$ cat config.mk
export PLATFORM = sky130hd
export DESIGN_NAME = fifo_param
export DESIGN_NICKNAME = d
export VERILOG_FILES = /design/src/rtl/fifo_param.sv
export SDC_FILE = /design/constraint.sdc
export NUM_CORES = 1
export LEC_CHECK = 0
export CAP_MARGIN = 20
export CORE_MARGIN = 2
export CORE_UTILIZATION = 55
export DETAILED_ROUTE_END_ITERATION = 8
export HOLD_SLACK_MARGIN = 0.12
export PLACE_DENSITY = 0.82
export SLEW_MARGIN = 20
export SYNTH_ARGS = -nofsm -noshare
export SYNTH_HDL_FRONTEND = slang
export SYNTH_SLANG_ARGS = --single-unit
$ cat constraint.sdc
create_clock -name clk -period 7.1 [get_ports clk]
set_clock_uncertainty 0.15 [all_clocks]
set_input_delay 0.71 -clock clk [delete_from_list [all_inputs] [get_ports clk]]
set_output_delay 0.71 -clock clk [all_outputs]
set_load 0.005 [all_outputs]
$ cat src/rtl/fifo_param.sv
`default_nettype none
// ============================================================================
//  Module   : fifo_param
//  Purpose  : Single-clock synchronous FIFO with parametrised width and any
//             depth >= 2 (non-power-of-two allowed). Provides programmable
//             almost-full/almost-empty thresholds, optional first-word-fall-
//             through read mode, and registered write-ack/overflow/underflow.
//  Ports    : clk         - clock, all logic on rising edge
//             rst         - synchronous active-high reset
//             din         - write data
//             wr_en       - write request
//             rd_en       - read request
//             dout        - read data (registered, or head word when FWFT=1)
//             count       - current occupancy
//             full        - count == FIFO_DEPTH
//             empty       - count == 0
//             almostfull  - count >= AF_THRESH and not full
//             almostempty - count <= AE_THRESH and not empty
//             wr_ack      - previous-cycle write accepted
//             overflow    - previous-cycle write rejected
//             underflow   - previous-cycle read rejected
//  Revision : 1.0 - initial release
// ============================================================================
module fifo_param #(
   parameter int FIFO_WIDTH = 16,
   parameter int FIFO_DEPTH = 8,
   parameter int AF_THRESH  = FIFO_DEPTH - 1,
   parameter int AE_THRESH  = 1,
   parameter int FWFT       = 0
) (
   input  logic                                 clk,
   input  logic                                 rst,
   input  logic [FIFO_WIDTH-1:0]                din,
   input  logic                                 wr_en,
   input  logic                                 rd_en,
   output logic [FIFO_WIDTH-1:0]                dout,
   output logic [$clog2(FIFO_DEPTH+1)-1:0]      count,
   output logic                                 full,
   output logic                                 empty,
   output logic                                 almostfull,
   output logic                                 almostempty,
   output logic                                 wr_ack,
   output logic                                 overflow,
   output logic                                 underflow
);

   localparam int CW = $clog2(FIFO_DEPTH + 1);
   localparam int PW = $clog2(FIFO_DEPTH);

   localparam logic [CW-1:0] C_DEPTH = CW'(FIFO_DEPTH);
   localparam logic [CW-1:0] C_AF    = CW'(AF_THRESH);
   localparam logic [CW-1:0] C_AE    = CW'(AE_THRESH);
   localparam logic [PW-1:0] C_LAST  = PW'(FIFO_DEPTH - 1);

   // Reject configurations that would make the flags meaningless.
   if (FIFO_DEPTH < 2 ||
       AF_THRESH < 1 || AF_THRESH > FIFO_DEPTH - 1 ||
       AE_THRESH < 1 || AE_THRESH > FIFO_DEPTH - 1) begin : g_param_check
      $fatal(1, "fifo_param: illegal FIFO_DEPTH or threshold parameter");
   end

   logic [FIFO_WIDTH-1:0] mem_q [FIFO_DEPTH];

   logic [PW-1:0] wr_ptr_q, wr_ptr_d;
   logic [PW-1:0] rd_ptr_q, rd_ptr_d;
   logic [CW-1:0] count_q,  count_d;
   logic          wr_ack_q, overflow_q, underflow_q;
   logic          rd_ok, wr_ok;

   // Flags decode the registered count, so they line up with count itself.
   assign full        = (count_q == C_DEPTH);
   assign empty       = (count_q == '0);
   assign almostfull  = (count_q >= C_AF) && !full;
   assign almostempty = (count_q <= C_AE) && !empty;

   // A simultaneous read frees the slot, so a full FIFO still takes a write.
   assign rd_ok = rd_en && !empty;
   assign wr_ok = wr_en && (!full || rd_ok);

   always_comb begin
      wr_ptr_d = wr_ptr_q;
      rd_ptr_d = rd_ptr_q;
      count_d  = count_q;
      // Explicit wrap compare keeps non-power-of-two depths correct.
      if (wr_ok) wr_ptr_d = (wr_ptr_q == C_LAST) ? '0 : wr_ptr_q + PW'(1);
      if (rd_ok) rd_ptr_d = (rd_ptr_q == C_LAST) ? '0 : rd_ptr_q + PW'(1);
      case ({wr_ok, rd_ok})
         2'b10:   count_d = count_q + CW'(1);
         2'b01:   count_d = count_q - CW'(1);
         default: count_d = count_q;
      endcase
   end

   always_ff @(posedge clk) begin
      if (rst) begin
         wr_ptr_q    <= '0;
         rd_ptr_q    <= '0;
         count_q     <= '0;
         wr_ack_q    <= 1'b0;
         overflow_q  <= 1'b0;
         underflow_q <= 1'b0;
      end else begin
         wr_ptr_q    <= wr_ptr_d;
         rd_ptr_q    <= rd_ptr_d;
         count_q     <= count_d;
         wr_ack_q    <= wr_ok;
         overflow_q  <= wr_en && !wr_ok;
         underflow_q <= rd_en && !rd_ok;
      end
   end

   // Storage is not reset; a write coinciding with reset is discarded.
   always_ff @(posedge clk) begin
      if (!rst && wr_ok) begin
         mem_q[wr_ptr_q] <= din;
      end
   end

   if (FWFT == 0) begin : g_reg_rd
      logic [FIFO_WIDTH-1:0] dout_q;
      always_ff @(posedge clk) begin
         if (rst) begin
            dout_q <= '0;
         end else if (rd_ok) begin
            dout_q <= mem_q[rd_ptr_q];
         end
      end
      assign dout = dout_q;
   end else begin : g_fwft_rd
      // Head word is presented directly; rd_en only advances the pointer.
      assign dout = empty ? '0 : mem_q[rd_ptr_q];
   end

   assign count     = count_q;
   assign wr_ack    = wr_ack_q;
   assign overflow  = overflow_q;
   assign underflow = underflow_q;

endmodule
`default_nettype wire

-- Word-level counts from Yosys, hierarchy flattened
Memory sizes are Yosys's and may differ from the RTL's. A register that Yosys moved wholly into a read port is not among the register bits.
Cells that the tools add are included.
- equality and inequality tests: 5
- mux-type cells: 5
- $lt $le $gt $ge: 2
- add/sub/neg operators: 4
- reductions and logical operators: 15
- operators by type and width (operator ; number):
    case mux 4 bit (2 select lines) ; 1
    logical AND 1 bit ; 7
    adder 3 x 1 -> 3 bit (second input constant) ; 2
    equality test 3 bit (second input constant) ; 2
    two-way mux 3 bit ; 2
    zero test 1 bit ; 5
    adder 4 x 1 -> 4 bit (second input constant) ; 1
    equality test 4 bit (second input constant) ; 1
    >= comparator 4 x 3 -> 1 bit (second input constant) ; 1
    <= comparator 4 x 1 -> 1 bit (second input constant) ; 1
    zero test 4 bit ; 1
    subtractor 4 x 1 -> 4 bit (second input constant) ; 1
    equality test 2 x 1 -> 1 bit (second input constant) ; 1
    equality test 2 bit (second input constant) ; 1
    two-way mux 1 bit ; 2
    nonzero test 2 bit ; 1
    logical OR 1 bit ; 1
- bits in registers: 13
- memories: 1
- bits of input ports: 20
- bits in writable memories: 128
- word-level logic and storage cells: 38
- memory list (name ; depth ; bits a word ; rd ports ; clocked after Yosys merged registers in ; write ports ; RTL line ; RTL):
    mem_q ; 8 ; 16 ; 1 ; 1 ; 1 ; 62 ; logic [FIFO_WIDTH-1:0] mem_q [FIFO_DEPTH];

-- Longest topological paths before layout
Gate-level depths: netlist of the first run.
- depth after elaboration: 8
- depth in mapped cells: 10
- mapped depth without buffers: 10

-- Least setup slack after synthesis of the first run
OpenSTA, ideal clock, no wires.
- path type: input port to flip-flop
- from: in rst
- to: mem mem_q[0][0] (enable)
- stages on the path: 4
- path buffers: 0
- path slack: 4.239 ns
- setup time: 0.409 ns
- arrival time: 2.302 ns
- cell sequence: nand2b_1 -> o21ba_2 -> nand2b_1 -> nor3_1
- longest elaborated chain between the ends: 4
- ends and longest elaborated chain (what ; RTL line ; RTL):
    from (decl) ; 32 ; input logic rst,
    zero test 1 bit ; 114 ; if (!rst && wr_ok) begin
    logical AND 1 bit ; 114 ;
    two-way mux 1 bit ; 114 ;
    two-way mux 1 bit (implied by the code) ; 115 ; mem_q[wr_ptr_q] <= din;
    to (decl) ; 62 ;
No other way between the ends.

-- Worst setup path in the final report of the first run
- from: reg count_q[1] (netlist: count[1])
- to: out empty
- longest elaborated chain between the ends: 1
- ends and longest elaborated chain (what ; RTL line ; RTL):
    from (decl) ; 66 ; logic [CW-1:0] count_q, count_d;
    from (signal assigned) ; 105 ; count_q <= count_d;
    zero test 4 bit ; 72 ; assign empty = (count_q == '0);
    to (decl) ; 39 ; output logic empty,
No other way between the ends.

==> metrics.txt, run 1 <==
Die ar. approximately 12000 um^2; Setup crit end kind output pin; CTS Buf Count 17; sw frac between 20% and 30%; Final Power ~2.5 mW; Initial Util a little under three fifths; combinational share of power between 10% and 20%; post-synthesis register bit count around 160; Core Region between 10000 and 15000 um^2; Max Clk Rate ~0.32 GHz; synth warn 0; Root Driver clkbuf_8; Post-Synthesis Cells about 380; DR WL/cell 21.83 um; CTS tree done; Switching Power about 0.62 mW; peak supply drop roughly 0.00018 V; Post-CTS Hold Buffers 0; HPWL after DPL 7.266 mm; Core Rows 38; # Post-CTS Setup Buffers 0; Final min period a little over 3 ns; Synth Area in XOR/XNOR 0.4260%; fillers ~710; final WL 12.90 mm; Compound-Gate Fraction of Synth Area a little under a tenth; Die Y 109.9 um; Total Routing Usage GR a little under a quarter; Seq/Total Area, Yosys a little over 70%; initial antenna violation count 0; PwrDens 342.1 nW/um^2; Post-CTS Resized 0; most frequent cells in the layout edfxtp_1, mux2i_1, clkdlybuf4s50_1; Critical Path Start count[1]$_SDFFE_PP0P_; status completed; max-cap violations 0; crit path max fanout 5; fin crit share a little over two fifths; First DRT Iteration DRCs about 260; commonest non-fill, non-tap cell in the layout edfxtp_1; H-tree Lvls 4; RePlAce Congestion 0.7759; # setup viols final 0; Leakage around 2.4 nW; First-pass DRT Iterations 5; sequential cell fraction of total power 42.6%; Vias ~3600; WHS 0.3157 ns; Internal Power ~1.9 mW; largest net degree at the start of global routing 84; headroom to the max-slew limit 36.76%; RSZ-0062 raised after global routing false; Setup TNS 0 ns; fin nets 466; main combinational cell family by area after synthesis compound AO/OA/AOI/OAI gates; first-pass GRT wire length approximately 20 mm; final hold vios 0; Port Buf Inserts 46; CTS Sinks around 160; clock network power share between 30% and 40%; RR Startpoint count[0]$_SDFFE_PP0P_; Overflow after GRT 0; syn nets 410; mux cell area share after synthesis about 8%; I/O Pins 47; Critical Path Start Type flip-flop; hold path start dout[9]$_SDFFE_PP0P_; Synth Area in Simple Gates approximately 6.2%; vias per std cell ~6; CP Class reg -> out; Least-Margin Pin Slew 0.9476 ns; Netlist cell types 42; ratio of cells with drive above 1 in the final layout 12.64%; syn_area_per_cell roughly 16 um^2; Final Max Tran Viols 0; worst skew pair latency approximately 0.52 ns; Adder-Cell Fraction of Synth Area under 10%; worst endpoint required time 6.24 ns; clock tree buffer depth 2; vias in the first global route roughly 3600; antenna fix cells 0; clock-pin slew of the registers on the worst-case setup and hold paths 0.06 ns; Area growth, synth to finish 20.47%; Mapped Area between 6000 and 7000 um^2; ANT nets after route 0; worst min path class reg -> reg; DRC 0; Die W roughly 110 um; Critical Path AT around 2.2 ns
-- cells in the mapped netlist --
cell      number  share of area [%]
nor3_2         1               0.16
buf_2          9               0.73
mux2i_1       50                8.1
buf_8          1               0.24
or3_1          3               0.30
buf_4          3               0.37
and3_1         1               0.10
nor2_1        11               0.67
o21ai_0        1              0.081
a21oi_1       11               0.89
nand2_4        1               0.18
or3b_4         1               0.18
inv_4          1               0.10
a32o_2         1               0.18
nand2b_4       1               0.22
nor2_2         2               0.20
inv_2          1              0.061
or4b_1         1               0.16
ha_1           8                1.6
nand2_1        7               0.43
nand2b_1       5               0.51
nor4b_1        1               0.14
a32o_1        15                2.4
o21ba_2        1               0.16
nor2_8         1               0.32
clkbuf_1       5               0.30
nor3_1         2               0.16
a31oi_1       15                1.5
nand3b_2       1               0.18
or3b_1         2               0.28
nand3b_1       1               0.12
a22oi_1       15                1.8
nand4b_1       1               0.14
xnor2_1        1               0.14
buf_6          3               0.55
o21ai_2        1               0.14
edfxtp_1     128                 62
dfxtp_1       29                9.4
nor2b_1       17                1.7
xor2_1         2               0.28
inv_1          4               0.24
a211oi_1      17                2.1
-- state kept, by name, summed over array words and instances (netlist names) --
name       flops
count          4
dout          16
mem_q        128
overflow       1
rd_ptr_q       3
underflow      1
wr_ack         1
wr_ptr_q       3
-- worst paths after layout --
check	to	slack [ns]	cells after the start
worst max-delay path	empty	4.01	5
worst min-delay path	dout[9]$_SDFFE_PP0P_	0.32	1
worst max register to register	mem_q[5][12]$_DFFE_PP_	4.11	7
worst min register to register	dout[9]$_SDFFE_PP0P_	0.32	1
-- layer usage --
layer / vias up / track usage (%) / wire length [um]
met5: - / 0 / 0
met4: 0 / 11.03 / 255
met3: 24 / 6.758 / 867
met2: 145 / 38.39 / 6715
met1: 1789 / 27.53 / 5062
li1: 1622 / - / -
-- area by class of cell --
cell class	instances	area [um^2]	area share, %
timing repair buffer	58	554.3	7.459
tap	140	175.2	2.357
multi-input combinational	198	1589	21.38
clock inverter	9	182.7	2.458
sequential	157	4428	59.59
inverter	6	25.02	0.3368
clock buffer	23	476.7	6.415
-- power by group through the flow --
stage               clock, mW  sequential [mW]  combinational (mW)
floorplan                   0             1.10               0.308
global placement            0             1.10               0.461
detailed placement          0             1.10               0.473
CTS                     0.992             1.08               0.481
global route             1.03             1.09               0.515
finish                  0.981             1.08               0.479
-- through the flow --
stage	instances	utilization, %	worst slack [ns]	instance area [um^2]
final	591	68.25	4.013	7431
after global routing	591	68.25	3.862	7431
after CTS	591	68.21	3.974	7427
after detailed placement	559	62.16	3.518	6768
after global placement	559	62.16	3.589	6768
after floorplan	382	-	4.239	6168
-- critical path, stage by stage, from the launching register on --
cell and delay, ns:
dfxtp_1 0.34, inv_1 0.10, ha_1 0.25, or3b_4 0.45
inv_2 0.08, clkdlybuf4s50_1 0.49
-- logic make-up after synthesis --
kind of cell | count (synthesis)
flip-flops | 157
adder cells (fa/ha/maj) | 8
AND/OR/NAND/NOR | 60
AO/OA/AOI/OAI | 77
multiplexers | 50
XOR/XNOR | 3
buffers and inverters | 27
(Power assumes the default switching activity.)
==> run 2, diff against run 1 <==
Clock period 7.1 ns to 2.92 ns, I/O delays scaled along.
==> metrics.txt, run 2 (same netlist as run 1, synthesis figures left out) <==
status completed; Total Routing Usage GR between 20% and 30%; worst min path class in -> reg; CP cell instances inv_1, ha_1, or3b_4, inv_2, clkdlybuf4s50_1; RePlAce Congestion approximately 0.79; Final Cell Area about 7400 um^2; Die ar. around 12000 um^2; crit path max fanout 5; worst endpoint required time approximately 2.5 ns; Post-CTS Resized 0; fin crit share between 90% and 100%; Initial Util 56.65%; CTS Buf Count 17; peak supply drop a little over 0.0005 V; DR WL/cell 20.59 um; Post-CTS Hold Buffers 0; Setup crit end kind output pin; Critical Path AT 2.23 ns; ratio of cells with drive above 1 in the final layout between 10% and 20%; multi-input gate area in the final layout 1589 um^2; dpl cell area 6840 um^2; final hold vios 0; Core Region 10890 um^2; # Post-CTS Setup Buffers 0; Setup TNS 0 ns; initial antenna violation count 0; DRC 0; Core Rows 38; Final min period around 2.7 ns; Critical Path Start Type flip-flop; CP Class reg -> out; CTS Sinks around 160; largest net degree at the start of global routing 53; critical path's slowest cell clkdlybuf4s50_1; ANT nets after route 0; Port Buf Inserts 46; setup ws final 0.2433 ns; fillers 690; max-cap violations 0; PwrDens between 800 and 900 nW/um^2; Max Clk Rate 0.3736 GHz; RSZ-0062 raised after global routing false; Vias 3585; Die W between 100 and 150 um; Leakage 2.456 nW; most frequent cells in the layout edfxtp_1, mux2i_1, clkdlybuf4s50_1; I/O Pins 47; clock-pin slew of the registers on the worst-case setup and hold paths 0.06 ns; # setup viols final 0; first-pass GRT wire length around 19 mm; FF+latch area ~4400 um^2; clock tree buffer depth 2; fin nets ~470; commonest non-fill, non-tap cell in the layout edfxtp_1; First DRT Iteration DRCs between 200 and 300; Root Driver clkbuf_8; most flop-heavy register mem_q; Final Max Tran Viols 0; dpl ws around 0.34 ns; vias per std cell between 5 and 6; final WL about 12 mm; First-pass DRT Iterations 7; vias in the first global route 3581; headroom to the max-slew limit a little over a third; Worst path max stage delay ~0.49 ns; Area growth, synth to finish 20.61%; antenna fix cells 0; Largest register FFs 128; Die Y between 100 and 150 um; worst skew pair latency roughly 0.53 ns; Least-Margin Pin Slew between 0.9 and 1 ns; H-tree Lvls 4; HPWL after DPL between 7 and 8 mm; Overflow after GRT 0; CTS tree done
run 2: critical path: cells and delay by family, from the launching register on:
family / cells / cell delay (ns)
adder cells (fa/ha/maj): 1 / 0.25
AND/OR/NAND/NOR: 1 / 0.44
buffers and inverters: 3 / 0.67
flip-flops: 1 / 0.34
run 2: cell type report:
class | count | share of cell area, %
multi-input cells | 198 | 21.36
clock buffers | 21 | 5.769
well taps | 140 | 2.355
repair buffers | 66 | 8.375
inverters | 6 | 0.3364
clock inverters | 11 | 2.287
flip-flops and latches | 157 | 59.52
run 2: power breakdown:
group	total, mW	switching [mW]	internal (mW)	leakage (nW)
sequential	2.73	0.186	2.55	1.39
combinational	1.07	0.501	0.572	0.778
clock	2.23	0.841	1.39	0.284
run 2: path summary, 6_finish.rpt:
path,slack [ns],endpoint,start,cells past startpoint
max,0.24,empty,count[1]$_SDFFE_PP0P_,5
max reg2reg,0.34,count[3]$_SDFFE_PP0P_,count[0]$_SDFFE_PP0P_,10
min,0.26,overflow$_SDFF_PP0_,wr_en,3
min reg2reg,0.32,dout[0]$_SDFFE_PP0P_,dout[0]$_SDFFE_PP0P_,1
run 2: layer usage:
| layer | track usage [%] | vias up | part of all wire (%) |
|---|---|---|---|
| li1 | - | 1634 | - |
| met1 | 26.15 | 1820 | 41 |
| met2 | 36.55 | 103 | 52 |
| met3 | 5.987 | 28 | 4.6 |
| met4 | 9.494 | 0 | 2.6 |
| met5 | 0 | - | 0 |
run 2: through the flow:
stage	utilization (%)	instances	hold WS, ns	power (mW)
final	68.33	599	0.2552	6.036
after floorplan	-	382	0.2201	3.416
after CTS	68.33	599	0.2416	6.055
after global placement	62.82	567	0.3020	3.800
after global routing	68.33	599	0.2693	6.249
after detailed placement	62.82	567	0.3083	3.840
